[src/rtl/bus_pkg.sv]
// rtl/bus_pkg.sv - shared types for the bus arbiter: access size encoding, FSM states, index width helper
package bus_pkg;

  // Access size carried on m_size / mem_size
  typedef enum logic [1:0] {
    SIZE_BYTE = 2'd0,
    SIZE_HALF = 2'd1,
    SIZE_WORD = 2'd2
  } size_e;

  // Arbiter transaction states
  typedef enum logic [1:0] {
    ST_IDLE  = 2'd0,
    ST_ISSUE = 2'd1,
    ST_WAIT  = 2'd2,
    ST_RESP  = 2'd3
  } arb_state_e;

  // Width of a master index; a single master still needs a 1-bit index
  function automatic int idx_w(input int n);
    return (n > 1) ? $clog2(n) : 1;
  endfunction

endpackage

[src/rtl/bus_arbiter_if.sv]
// rtl/bus_arbiter_if.sv - master request/response bundle plus memory-side strobes for the bus arbiter
interface bus_arbiter_if #(
  parameter int NUM_MASTERS = 2,
  parameter int ADDR_W      = 32,
  parameter int DATA_W      = 32
);
  logic [NUM_MASTERS-1:0]             m_rd;
  logic [NUM_MASTERS-1:0]             m_we;
  logic [NUM_MASTERS-1:0][ADDR_W-1:0] m_addr;
  logic [NUM_MASTERS-1:0][DATA_W-1:0] m_wdata;
  logic [NUM_MASTERS-1:0][1:0]        m_size;
  logic [NUM_MASTERS-1:0]             m_lock;
  logic [NUM_MASTERS-1:0]             m_ack;
  logic [NUM_MASTERS-1:0]             m_err;
  logic [DATA_W-1:0]                  m_rdata;

  logic                               mem_rd;
  logic                               mem_we;
  logic [ADDR_W-1:0]                  mem_addr;
  logic [DATA_W-1:0]                  mem_wdata;
  logic [1:0]                         mem_size;
  logic [DATA_W-1:0]                  mem_rdata;
  logic                               mem_err;

  // Arbiter side
  modport slave (
    input  m_rd, m_we, m_addr, m_wdata, m_size, m_lock,
    output m_ack, m_err, m_rdata,
    output mem_rd, mem_we, mem_addr, mem_wdata, mem_size,
    input  mem_rdata, mem_err
  );

  // Requesters and memory model side
  modport master (
    output m_rd, m_we, m_addr, m_wdata, m_size, m_lock,
    input  m_ack, m_err, m_rdata,
    input  mem_rd, mem_we, mem_addr, mem_wdata, mem_size,
    output mem_rdata, mem_err
  );

endinterface

[src/rtl/bus_arbiter_rr_picker.sv]
// rtl/bus_arbiter_rr_picker.sv - combinational round-robin pick: first requester at or after the pointer
module rr_picker
  import bus_pkg::*;
#(
  parameter int NUM_MASTERS = 2,
  parameter int IDX_W       = idx_w(NUM_MASTERS)
) (
  input  logic [NUM_MASTERS-1:0] i_req,
  input  logic [IDX_W-1:0]       i_ptr,
  output logic [NUM_MASTERS-1:0] o_gnt,
  output logic                   o_valid
);

  logic [IDX_W-1:0] w_idx;

  // Scan masters starting at the pointer, wrapping modulo NUM_MASTERS; first hit wins
  always_comb begin
    o_gnt   = '0;
    o_valid = 1'b0;
    w_idx   = '0;
    for (int k = 0; k < NUM_MASTERS; k++) begin
      w_idx = IDX_W'((int'(i_ptr) + k) % NUM_MASTERS);
      if (!o_valid && i_req[w_idx]) begin
        o_gnt[w_idx] = 1'b1;
        o_valid      = 1'b1;
      end
    end
  end

endmodule

[src/rtl/bus_arbiter.sv]
// rtl/bus_arbiter.sv - round-robin multi-master arbiter onto one memory port; optional grant lock via ARB_LOCK_EN
module bus_arbiter
  import bus_pkg::*;
#(
  parameter int NUM_MASTERS = 2,
  parameter int ADDR_W      = 32,
  parameter int DATA_W      = 32,
  parameter int MEM_LATENCY = 1
) (
  input  logic          clk,
  input  logic          rst,
  bus_arbiter_if.slave  bus
);

  localparam int         IDX_W     = idx_w(NUM_MASTERS);
  // Last WAIT count value; only meaningful when MEM_LATENCY > 1
  localparam logic [3:0] WAIT_LAST = 4'(MEM_LATENCY - 2);

  arb_state_e             r_state;
  arb_state_e             w_state_nxt;
  logic [IDX_W-1:0]       r_rr_ptr;
  logic [IDX_W-1:0]       r_gnt_idx;
  logic [IDX_W-1:0]       w_pick_idx;
  logic [IDX_W-1:0]       w_next_ptr;
  logic [NUM_MASTERS-1:0] w_req;
  logic [NUM_MASTERS-1:0] w_pick_oh;
  logic                   w_pick_vld;
  logic                   w_grant;
  logic                   w_keep;
  logic                   w_illegal;
  logic [NUM_MASTERS-1:0] r_ack;
  logic [NUM_MASTERS-1:0] r_err;
  logic [DATA_W-1:0]      r_rdata;
  logic [ADDR_W-1:0]      r_addr;
  logic [DATA_W-1:0]      r_wdata;
  logic [1:0]             r_size;
  logic                   r_rd;
  logic                   r_we;
  logic [3:0]             r_cnt;

  assign w_req     = bus.m_rd | bus.m_we;
  assign w_illegal = r_rd & r_we;

  rr_picker #(
    .NUM_MASTERS (NUM_MASTERS),
    .IDX_W       (IDX_W)
  ) u_rr_picker (
    .i_req   (w_req),
    .i_ptr   (r_rr_ptr),
    .o_gnt   (w_pick_oh),
    .o_valid (w_pick_vld)
  );

  // One-hot grant to master index
  always_comb begin
    w_pick_idx = '0;
    for (int i = 0; i < NUM_MASTERS; i++) begin
      if (w_pick_oh[i]) w_pick_idx = IDX_W'(i);
    end
  end

  assign w_next_ptr = (r_gnt_idx == IDX_W'(NUM_MASTERS - 1)) ? '0 : r_gnt_idx + 1'b1;

`ifdef ARB_LOCK_EN
  assign w_keep = bus.m_lock[r_gnt_idx];
`else
  logic w_lock_unused;
  assign w_keep        = 1'b0;
  assign w_lock_unused = ^bus.m_lock;
`endif

  // State register
  always_ff @(posedge clk or negedge rst) begin
    if (!rst) r_state <= ST_IDLE;
    else      r_state <= w_state_nxt;
  end

  // Next state; no grant in the ack cycle since the acked master's request line still reflects the finished access
  always_comb begin
    w_state_nxt = r_state;
    w_grant     = 1'b0;
    case (r_state)
      ST_IDLE: begin
        if (w_pick_vld && (r_ack == '0)) begin
          w_grant     = 1'b1;
          w_state_nxt = ST_ISSUE;
        end
      end
      ST_ISSUE: begin
        if (MEM_LATENCY > 1) w_state_nxt = ST_WAIT;
        else                 w_state_nxt = ST_RESP;
      end
      ST_WAIT: begin
        if (r_cnt == WAIT_LAST) w_state_nxt = ST_RESP;
      end
      ST_RESP: w_state_nxt = ST_IDLE;
      default: w_state_nxt = ST_IDLE;
    endcase
  end

  // Latch the granted master's request fields; they drive the memory port for the whole transaction
  always_ff @(posedge clk or negedge rst) begin
    if (!rst) begin
      r_gnt_idx <= '0;
      r_addr    <= '0;
      r_wdata   <= '0;
      r_size    <= '0;
      r_rd      <= 1'b0;
      r_we      <= 1'b0;
    end else if (w_grant) begin
      r_gnt_idx <= w_pick_idx;
      r_addr    <= bus.m_addr[w_pick_idx];
      r_wdata   <= bus.m_wdata[w_pick_idx];
      r_size    <= bus.m_size[w_pick_idx];
      r_rd      <= bus.m_rd[w_pick_idx];
      r_we      <= bus.m_we[w_pick_idx];
    end
  end

  // Memory latency counter, restarted by every ISSUE
  always_ff @(posedge clk or negedge rst) begin
    if (!rst)                       r_cnt <= '0;
    else if (r_state == ST_ISSUE)   r_cnt <= '0;
    else if (r_state == ST_WAIT)    r_cnt <= r_cnt + 1'b1;
  end

  // Response capture, one-cycle ack pulse and round-robin pointer advance
  always_ff @(posedge clk or negedge rst) begin
    if (!rst) begin
      r_ack    <= '0;
      r_err    <= '0;
      r_rdata  <= '0;
      r_rr_ptr <= '0;
    end else begin
      r_ack <= '0;
      r_err <= '0;
      if (r_state == ST_RESP) begin
        r_ack[r_gnt_idx] <= 1'b1;
        r_err[r_gnt_idx] <= w_illegal | bus.mem_err;
        if (!w_illegal) r_rdata <= bus.mem_rdata;
        r_rr_ptr <= w_keep ? r_gnt_idx : w_next_ptr;
      end
    end
  end

  // A simultaneous read+write is never strobed to memory
  assign bus.mem_rd    = (r_state == ST_ISSUE) && r_rd && !r_we;
  assign bus.mem_we    = (r_state == ST_ISSUE) && r_we && !r_rd;
  assign bus.mem_addr  = r_addr;
  assign bus.mem_wdata = r_wdata;
  assign bus.mem_size  = r_size;
  assign bus.m_ack     = r_ack;
  assign bus.m_err     = r_err;
  assign bus.m_rdata   = r_rdata;

endmodule

[src/flat_wrapper.sv]
// flat-port wrapper written by rule: the top's interface ports become plain ports
module bus_arbiter_flat import bus_pkg::*;
#(
  parameter int NUM_MASTERS = 2,
  parameter int ADDR_W      = 32,
  parameter int DATA_W      = 32,
  parameter int MEM_LATENCY = 1
)
  (clk, rst, bus_m_rd, bus_m_we, bus_m_addr, bus_m_wdata, bus_m_size, bus_m_lock, bus_m_ack, bus_m_err, bus_m_rdata, bus_mem_rd, bus_mem_we, bus_mem_addr, bus_mem_wdata, bus_mem_size, bus_mem_rdata, bus_mem_err);
  bus_arbiter_if #(.NUM_MASTERS(NUM_MASTERS), .ADDR_W(ADDR_W), .DATA_W(DATA_W)) bus_i ();
  input  logic clk;
  input  logic rst;
  input wire logic [$bits(bus_i.m_rd)-1:0] bus_m_rd;
  input wire logic [$bits(bus_i.m_we)-1:0] bus_m_we;
  input wire logic [$bits(bus_i.m_addr)-1:0] bus_m_addr;
  input wire logic [$bits(bus_i.m_wdata)-1:0] bus_m_wdata;
  input wire logic [$bits(bus_i.m_size)-1:0] bus_m_size;
  input wire logic [$bits(bus_i.m_lock)-1:0] bus_m_lock;
  output wire logic [$bits(bus_i.m_ack)-1:0] bus_m_ack;
  output wire logic [$bits(bus_i.m_err)-1:0] bus_m_err;
  output wire logic [$bits(bus_i.m_rdata)-1:0] bus_m_rdata;
  output wire logic [$bits(bus_i.mem_rd)-1:0] bus_mem_rd;
  output wire logic [$bits(bus_i.mem_we)-1:0] bus_mem_we;
  output wire logic [$bits(bus_i.mem_addr)-1:0] bus_mem_addr;
  output wire logic [$bits(bus_i.mem_wdata)-1:0] bus_mem_wdata;
  output wire logic [$bits(bus_i.mem_size)-1:0] bus_mem_size;
  input wire logic [$bits(bus_i.mem_rdata)-1:0] bus_mem_rdata;
  input wire logic [$bits(bus_i.mem_err)-1:0] bus_mem_err;
  assign bus_i.m_rd = bus_m_rd;
  assign bus_i.m_we = bus_m_we;
  assign bus_i.m_addr = bus_m_addr;
  assign bus_i.m_wdata = bus_m_wdata;
  assign bus_i.m_size = bus_m_size;
  assign bus_i.m_lock = bus_m_lock;
  assign bus_m_ack = bus_i.m_ack;
  assign bus_m_err = bus_i.m_err;
  assign bus_m_rdata = bus_i.m_rdata;
  assign bus_mem_rd = bus_i.mem_rd;
  assign bus_mem_we = bus_i.mem_we;
  assign bus_mem_addr = bus_i.mem_addr;
  assign bus_mem_wdata = bus_i.mem_wdata;
  assign bus_mem_size = bus_i.mem_size;
  assign bus_i.mem_rdata = bus_mem_rdata;
  assign bus_i.mem_err = bus_mem_err;
  bus_arbiter #(.NUM_MASTERS(NUM_MASTERS), .ADDR_W(ADDR_W), .DATA_W(DATA_W), .MEM_LATENCY(MEM_LATENCY)) u_core (.clk(clk), .rst(rst), .bus(bus_i));
endmodule
[config.mk]
export PLATFORM = sky130hd
export DESIGN_NAME = bus_arbiter_flat
export DESIGN_NICKNAME = d
export VERILOG_FILES = /design/src/rtl/bus_pkg.sv /design/src/rtl/bus_arbiter_if.sv /design/src/rtl/bus_arbiter_rr_picker.sv /design/src/rtl/bus_arbiter.sv /design/src/flat_wrapper.sv
export SDC_FILE = /design/constraint.sdc
export NUM_CORES = 1
export LEC_CHECK = 0
export ABC_CLOCK_PERIOD_IN_PS = 2500
export CAP_MARGIN = 20
export CORE_UTILIZATION = 40
export CTS_CLUSTER_DIAMETER = 40
export DETAILED_ROUTE_END_ITERATION = 7
export PLACE_DENSITY = 0.88
export SYNTH_ARGS = -nofsm -noshare
export SYNTH_HDL_FRONTEND = slang
export SYNTH_HIERARCHICAL = 1
export SYNTH_SLANG_ARGS = --single-unit
[constraint.sdc]
create_clock -name clk -period 2.5 [get_ports clk]
set_input_delay 0.375 -clock clk [delete_from_list [all_inputs] [get_ports clk]]
set_output_delay 0.375 -clock clk [all_outputs]
set_load 0.01 [all_outputs]
==> results of run 1 <==
## registers in the layout (all words and copies together), names as in the netlist
register / count
u_core/r_rr_ptr: 1
u_core/bus.m_ack: 2
u_core/r_rd: 1
u_core/bus.m_rdata: 32
u_core/r_state: 2
u_core/bus.m_err: 2
u_core/bus.mem_size: 2
u_core/r_cnt: 4
u_core/r_we: 1
u_core/r_gnt_idx: 1
u_core/bus.mem_wdata: 32
u_core/bus.mem_addr: 32
## cell type report
class                   instances  area [µm²]  share of cell area
well taps                     147         184              0.0227
inverters                       7        26.3             0.00324
repair buffers                283        2870               0.354
flip-flops and latches        112        2800               0.345
clock inverters                 5        33.8             0.00416
multi-input cells             275        1960               0.242
clock buffers                  11         233              0.0287
## worst min-delay path by stage
stage,start,to,slack [ns],cells past startpoint
6_report,rst,u_core/bus.m_rdata[21],0.49,2
3_5_place_dp,rst,u_core/bus.m_rdata[21],0.31,1
4_1_cts,rst,u_core/bus.m_rdata[21],0.49,2
2_1_floorplan,rst,u_core/bus.m_ack[0],0.08,0
5_1_grt,rst,u_core/bus.m_rdata[21],0.50,2
3_3_place_gp,rst,u_core/bus.m_rdata[21],0.30,1
## metal layers
metal	part of all wire	GRT usage	routed length, µm	up-vias
li1	-	-	-	1987
met1	0.38	0.225	5140	1923
met2	0.50	0.376	6720	172
met3	0.095	0.0648	1270	14
met4	0.017	0.0675	222	0
met5	0	0	0	-
## power groups by stage
stage | Sequential (µW) | Combinational, µW | Clock, µW
6_report | 3250 | 4870 | 1290
5_1_grt | 3370 | 5250 | 1410
4_1_cts | 3260 | 4930 | 1340
3_5_place_dp | 3280 | 4910 | 0
3_3_place_gp | 3220 | 4740 | 0
2_1_floorplan | 3620 | 2050 | 0
## per-stage QoR
stage               power, µW  std cells  utilization  instance area, µm²
finish                   9420        840        0.675                8110
global route            10000        840        0.675                8110
CTS                      9540        840        0.675                8110
detailed placement       8190        823        0.652                7840
global placement         7970        823        0.652                7840
floorplan                5670        420            -                4920
## repair_timing
item | 4_1_cts | 5_1_grt
hold buffers | 1 | 0
endpoints found under the hold margin | 23 | 0
gates resized for setup | 0 | 0
==> impl_results.md, run 1 <==
* Result of the run: completed
* P_sw at 3250 µW
* X dimension of the die at about 110 µm
* Congestion Overflow GR at 0
* Top library cells by usage in the layout, fill and taps aside: sky130_fd_sc_hd__clkdlybuf4s50_1 (273), sky130_fd_sc_hd__dfrtp_1 (112), sky130_fd_sc_hd__mux2i_1 (71)
* Arrival time at the worst endpoint at around 1.8 ns
* Final total negative setup slack at 0 ns
* Die Y-Extent at ~110 µm
* Proportion of power drawn by flip-flops and latches at 0.345
* Most common cell after layout, fill and taps aside: sky130_fd_sc_hd__clkdlybuf4s50_1
* Layout-stage area growth over the synthesis result at 64.9%
* Clock H-tree levels at 3
* Leakage component of the power at between 0.003 and 0.004 µW
* Routed length per placed instance at around 16 µm
* Die area at 12,700 µm²
* Maximum number of pins on one net before global-route repair at 75
* Total routed wirelength at 13,400 µm
* Clock tree root driver cell: sky130_fd_sc_hd__clkbuf_16
* 1st-iter DRT viols at 143
* Fraction of power spent switching nets at 0.345
* Total Nets Final at about 870
* Initial antenna violation count at 0
* Cells after Synth at 420
* Family of cells with the greatest summed delay on the critical path: buffers and inverters
* Required time of the critical path at between 2 and 2.5 ns
* Reg-to-reg endpoint: u_core/bus.m_rdata[14]
* Diodes inserted at 0
* Setup CP Type: register to output pin
* Clock tree from TritonCTS: built
* Global router's overall resource usage at 0.205
* Worst-path cell with the longest stage delay: sky130_fd_sc_hd__clkdlybuf4s50_1
* Share of layout cells above drive strength 1 at 0.0880
* Worst R2R Path Depth at 4
* Max IR drop VDD at 0.758 mV
* Number of buffers added for setup after CTS at 0
* Number of cell rows at 40
* Flop-to-flop setup slack at approximately 0.8 ns
* Internal Power at 6170 µW
* Final HPWL from detailed placement at between 10,000 and 15,000 µm
* Last element of the critical path: bus_mem_rd
* Worst Clk Skew at between 0.005 and 0.006 ns
* Mapped cell area at 4920 µm²
* Fill cell count at between 800 and 900
* Worst-Margin Slew at between 0.3 and 0.4 ns
* Combinational share of power at 0.518
* Number of clock sinks at approximately 110
* Avg Vias per Cell at 4.88
* Total power divided by cell area at between 1000 and 1500 nW/µm²
* Longest individual stage delay on the worst path at approximately 0.54 ns
* First-pass GRT wire length at 20,400 µm
* Critical path origin: u_core/r_state[1]
* Weighted congestion reported at the end of routability-driven placement at about 0.79
* Count of buffer and inverter cells on the critical path at 2
* Max-Slew Margin vs Limit at 0.738
* Critical Path Start Type: register
* Setup WS pre-CTS at 0.271 ns
* Unrepaired setup endpoints after global routing: no
* Number of detailed-routing iterations run before antenna repair at 4
* Largest fanout on the critical path at 6
* Syn nets at ~600
* Count of endpoints failing setup in the final report at 0
* Warnings from Yosys at 6
* Starting utilization of the core area at 0.410
* Kind of end point of the critical path: output pin
* Depth of the critical timing path with buffers and inverters included at 4
* Launch point of the worst reg-to-reg path: u_core/r_state[1]
* Worst hold-check path type: input pin to asynchronous set/reset pin
* Maximum clock insertion buffer count at 2
* Total via count in the routed design at 4,096
* DR DRC count at 0
* Clock-pin slew of the registers on the worst-case setup and hold paths at 0.07 ns
* Worst hold slack across all endpoints at about 0.49 ns
* Slack of the critical path at between 0.3 and 0.4 ns
* Cells along the critical path: inv_1 > ha_1 > and3b_1 > clkdlybuf4s50_1
* Tcrit/Tclk final at 0.871
* Via count of the first global-routing pass at 4,153
* Number of max-capacitance violations reported at 0
* Area inside the core boundary at between 10,000 and 15,000 µm²
* Count of buffers inserted at the top-level ports at approximately 270
* Clock insertion delay at the later pin of the skew report at 0.33 ns
* Number of max-slew violations in the final report at 0
* Number of buffers added by the clock tree synthesis step at 9
* Syn_area_per_cell at about 12 µm²
* Highest attainable clock frequency at about 0.46 GHz
* Top-level I/O count at 277
* Final number of hold-violating endpoints at 0
* Period minus WS final at 2.18 ns
* Clock power share at 0.137
* Final antenna-violating net count at 0
(Power assumes the default switching activity.)
==> run 2, diff against run 1 <==
--- a/config.mk
+++ b/config.mk
@@ -6,7 +6,6 @@
 export NUM_CORES = 1
 export LEC_CHECK = 0
 export ABC_CLOCK_PERIOD_IN_PS = 2500
-export CAP_MARGIN = 20
 export CORE_UTILIZATION = 40
 export CTS_CLUSTER_DIAMETER = 40
 export DETAILED_ROUTE_END_ITERATION = 7
==> results of run 2 <==
Same layout as run 1: the final DEF is identical, and so are final timing and power.
==> run 3, diff against run 2 <==
--- a/config.mk
+++ b/config.mk
@@ -6,6 +6,7 @@
 export NUM_CORES = 1
 export LEC_CHECK = 0
 export ABC_CLOCK_PERIOD_IN_PS = 2500
+export CORE_MARGIN = 10
 export CORE_UTILIZATION = 40
 export CTS_CLUSTER_DIAMETER = 40
 export DETAILED_ROUTE_END_ITERATION = 7
==> run 3 against run 2 <==
- sequential share of layout area fell by 0.37 points
- largest power group unchanged
- combinational power rose by 3%
- final cell count rose by 0.36%
- sequential cell count did not move
- critical endpoint unchanged
- die area rose by 34%
- count of clock-buffer cells in the layout rose by 3
==> impl_results.md, run 3 (synthesis results as in run 1) <==
* Result of the run: completed
* Die Y-Extent at 131 µm
* Proportion of power drawn by flip-flops and latches at 0.334
* Max-Slew Margin vs Limit at 0.727
* Congestion Overflow GR at 0
* Top library cells by usage in the layout, fill and taps aside: sky130_fd_sc_hd__clkdlybuf4s50_1 (273), sky130_fd_sc_hd__dfrtp_1 (112), sky130_fd_sc_hd__mux2i_1 (71)
* X dimension of the die at between 100 and 150 µm
* Number of cell rows at 40
* Total Nets Final at 870
* Starting utilization of the core area at 0.410
* Clock power share at 0.153
* Unrepaired setup endpoints after global routing: no
* Final HPWL from detailed placement at approximately 13,000 µm
* 1st-iter DRT viols at about 190
* Leakage component of the power at ~0.0035 µW
* Final antenna-violating net count at 0
* First-pass GRT wire length at between 20,000 and 25,000 µm
* Clock tree root driver cell: sky130_fd_sc_hd__clkbuf_16
* Count of endpoints failing setup in the final report at 0
* Tcrit/Tclk final at 0.888
* Worst hold-check path type: input pin to asynchronous set/reset pin
* Global router's overall resource usage at 0.182
* Routed length per placed instance at ~19 µm
* Highest attainable clock frequency at 0.451 GHz
* Max IR drop VDD at slightly below 0.7 mV
* Period minus WS final at about 2.2 ns
* Avg Vias per Cell at between 4 and 5
* Critical Path Start Type: register
* Total routed wirelength at roughly 16,000 µm
* Number of clock sinks at 112
* Number of buffers added for setup after CTS at 0
* Diodes inserted at 0
* Count of buffers inserted at the top-level ports at roughly 270
* Final number of hold-violating endpoints at 0
* Clock H-tree levels at 3
* Initial antenna violation count at 0
* Maximum clock insertion buffer count at 2
* Fraction of power spent switching nets at 0.341
* Number of max-slew violations in the final report at 0
* Top-level I/O count at roughly 280
* Via count of the first global-routing pass at around 4,600
* Total via count in the routed design at 4,129
* Maximum number of pins on one net before global-route repair at 63
* Number of buffers added by the clock tree synthesis step at 9
* Die area at 17,100 µm²
* Slack of the critical path at around 0.28 ns
* Setup CP Type: register to output pin
* DR DRC count at 0
* Largest fanout on the critical path at 6
* Weighted congestion reported at the end of routability-driven placement at between 0.7 and 0.8
* Setup WS pre-CTS at 0.251 ns
* Most common cell after layout, fill and taps aside: sky130_fd_sc_hd__clkdlybuf4s50_1
* Clock tree from TritonCTS: built
* Worst Clk Skew at 0.00858 ns
* Number of detailed-routing iterations run before antenna repair at 4
* Kind of end point of the critical path: output pin
* Number of max-capacitance violations reported at 0
* Clock-pin slew of the registers on the worst-case setup and hold paths at approximately 0.070 ns
* Total power divided by cell area at about 1200 nW/µm²
* Count of cells resized by post-cts repair at 0
* Internal Power at roughly 6400 µW
* Combinational share of power at 0.513
* Clock insertion delay at the later pin of the skew report at ~0.34 ns
* Arrival time at the worst endpoint at ~1.8 ns
* Share of layout cells above drive strength 1 at 0.0934
* P_sw at roughly 3300 µW
* Worst-Margin Slew at roughly 0.41 ns
* Required time of the critical path at 2.12 ns
* Layout-stage area growth over the synthesis result at 66.6%
* Area inside the core boundary at ~12,000 µm²
* Final total negative setup slack at 0 ns
## run 3: cell count changes in the layout (fill, tap and decap cells not counted)
cell | previous run | this run
sky130_fd_sc_hd__clkbuf_1 | 2 | 1
sky130_fd_sc_hd__clkinvlp_4 | 2 | 0
sky130_fd_sc_hd__bufinv_16 | 0 | 1
sky130_fd_sc_hd__buf_4 | 4 | 6
sky130_fd_sc_hd__clkbuf_8 | 0 | 4
sky130_fd_sc_hd__clkinv_2 | 2 | 1
sky130_fd_sc_hd__clkinv_4 | 1 | 0
sky130_fd_sc_hd__buf_12 | 5 | 6
## run 3: per-stage QoR
step	power, µW	instance area (µm²)	util	cells	hold slack (ns)
2_1_floorplan	5670	4920	-	420	0.0794
3_3_place_gp	8100	7870	0.655	826	0.268
3_5_place_dp	8340	7870	0.655	826	0.270
4_1_cts	9870	8200	0.683	843	0.463
5_1_grt	10400	8200	0.683	843	0.481
6_report	9740	8200	0.683	843	0.472
## run 3: path summary, 6_finish.rpt
path,startpoint,end,slack [ns],cells past startpoint
max in group asynchronous,rst,u_core/bus.m_err[1],1.33,3
worst max-delay path,u_core/r_state[1],bus_mem_rd,0.28,4
worst max register to register,u_core/r_state[0],u_core/bus.mem_addr[17],0.75,6
min in group clk,u_core/bus.m_rdata[31],u_core/bus.m_rdata[31],0.51,1
worst min-delay path,rst,u_core/bus.mem_addr[5],0.47,2
worst min register to register,u_core/bus.m_rdata[31],u_core/bus.m_rdata[31],0.51,1
## run 3: power groups by stage
stage	sequential (µW)	combinational, µW	clock (µW)
floorplan	3620	2050	0
global placement	3210	4890	0
detailed placement	3280	5060	0
CTS	3260	5090	1530
global route	3370	5450	1610
finish	3250	5000	1490
## run 3: what timing repair did
item	CTS	global route
setup endpoints to repair	0	0
hold endpoints to repair	18	0
hold buffers	1	0
## run 3: final cells by class
| type | instances | area (µm²) |
|---|---|---|
| clock inverter | 2 | 35.0 |
| clock buffer | 14 | 284 |
| inverter | 7 | 26.3 |
| timing repair buffer | 286 | 2910 |
| fill | 850 | 3810 |
| multi-input combinational | 275 | 1960 |
| sequential | 112 | 2800 |
| tap | 147 | 184 |
## run 3: worst max-delay path, cell delays in order, from the launching register on
cell and delay, ns:
sky130_fd_sc_hd__dfrtp_1 0.43, sky130_fd_sc_hd__inv_1 0.10, sky130_fd_sc_hd__ha_1 0.24, sky130_fd_sc_hd__and3b_1 0.20, sky130_fd_sc_hd__clkdlybuf4s50_1 0.54
## run 3: metal layers
layer,part of all wire,wire (µm),track usage,up-vias
met4,0.012,191,0.0491,0
li1,-,-,-,1997
met1,0.36,5740,0.191,1939
met2,0.49,7810,0.311,180
met5,0,0,0,-
met3,0.14,2200,0.0979,13
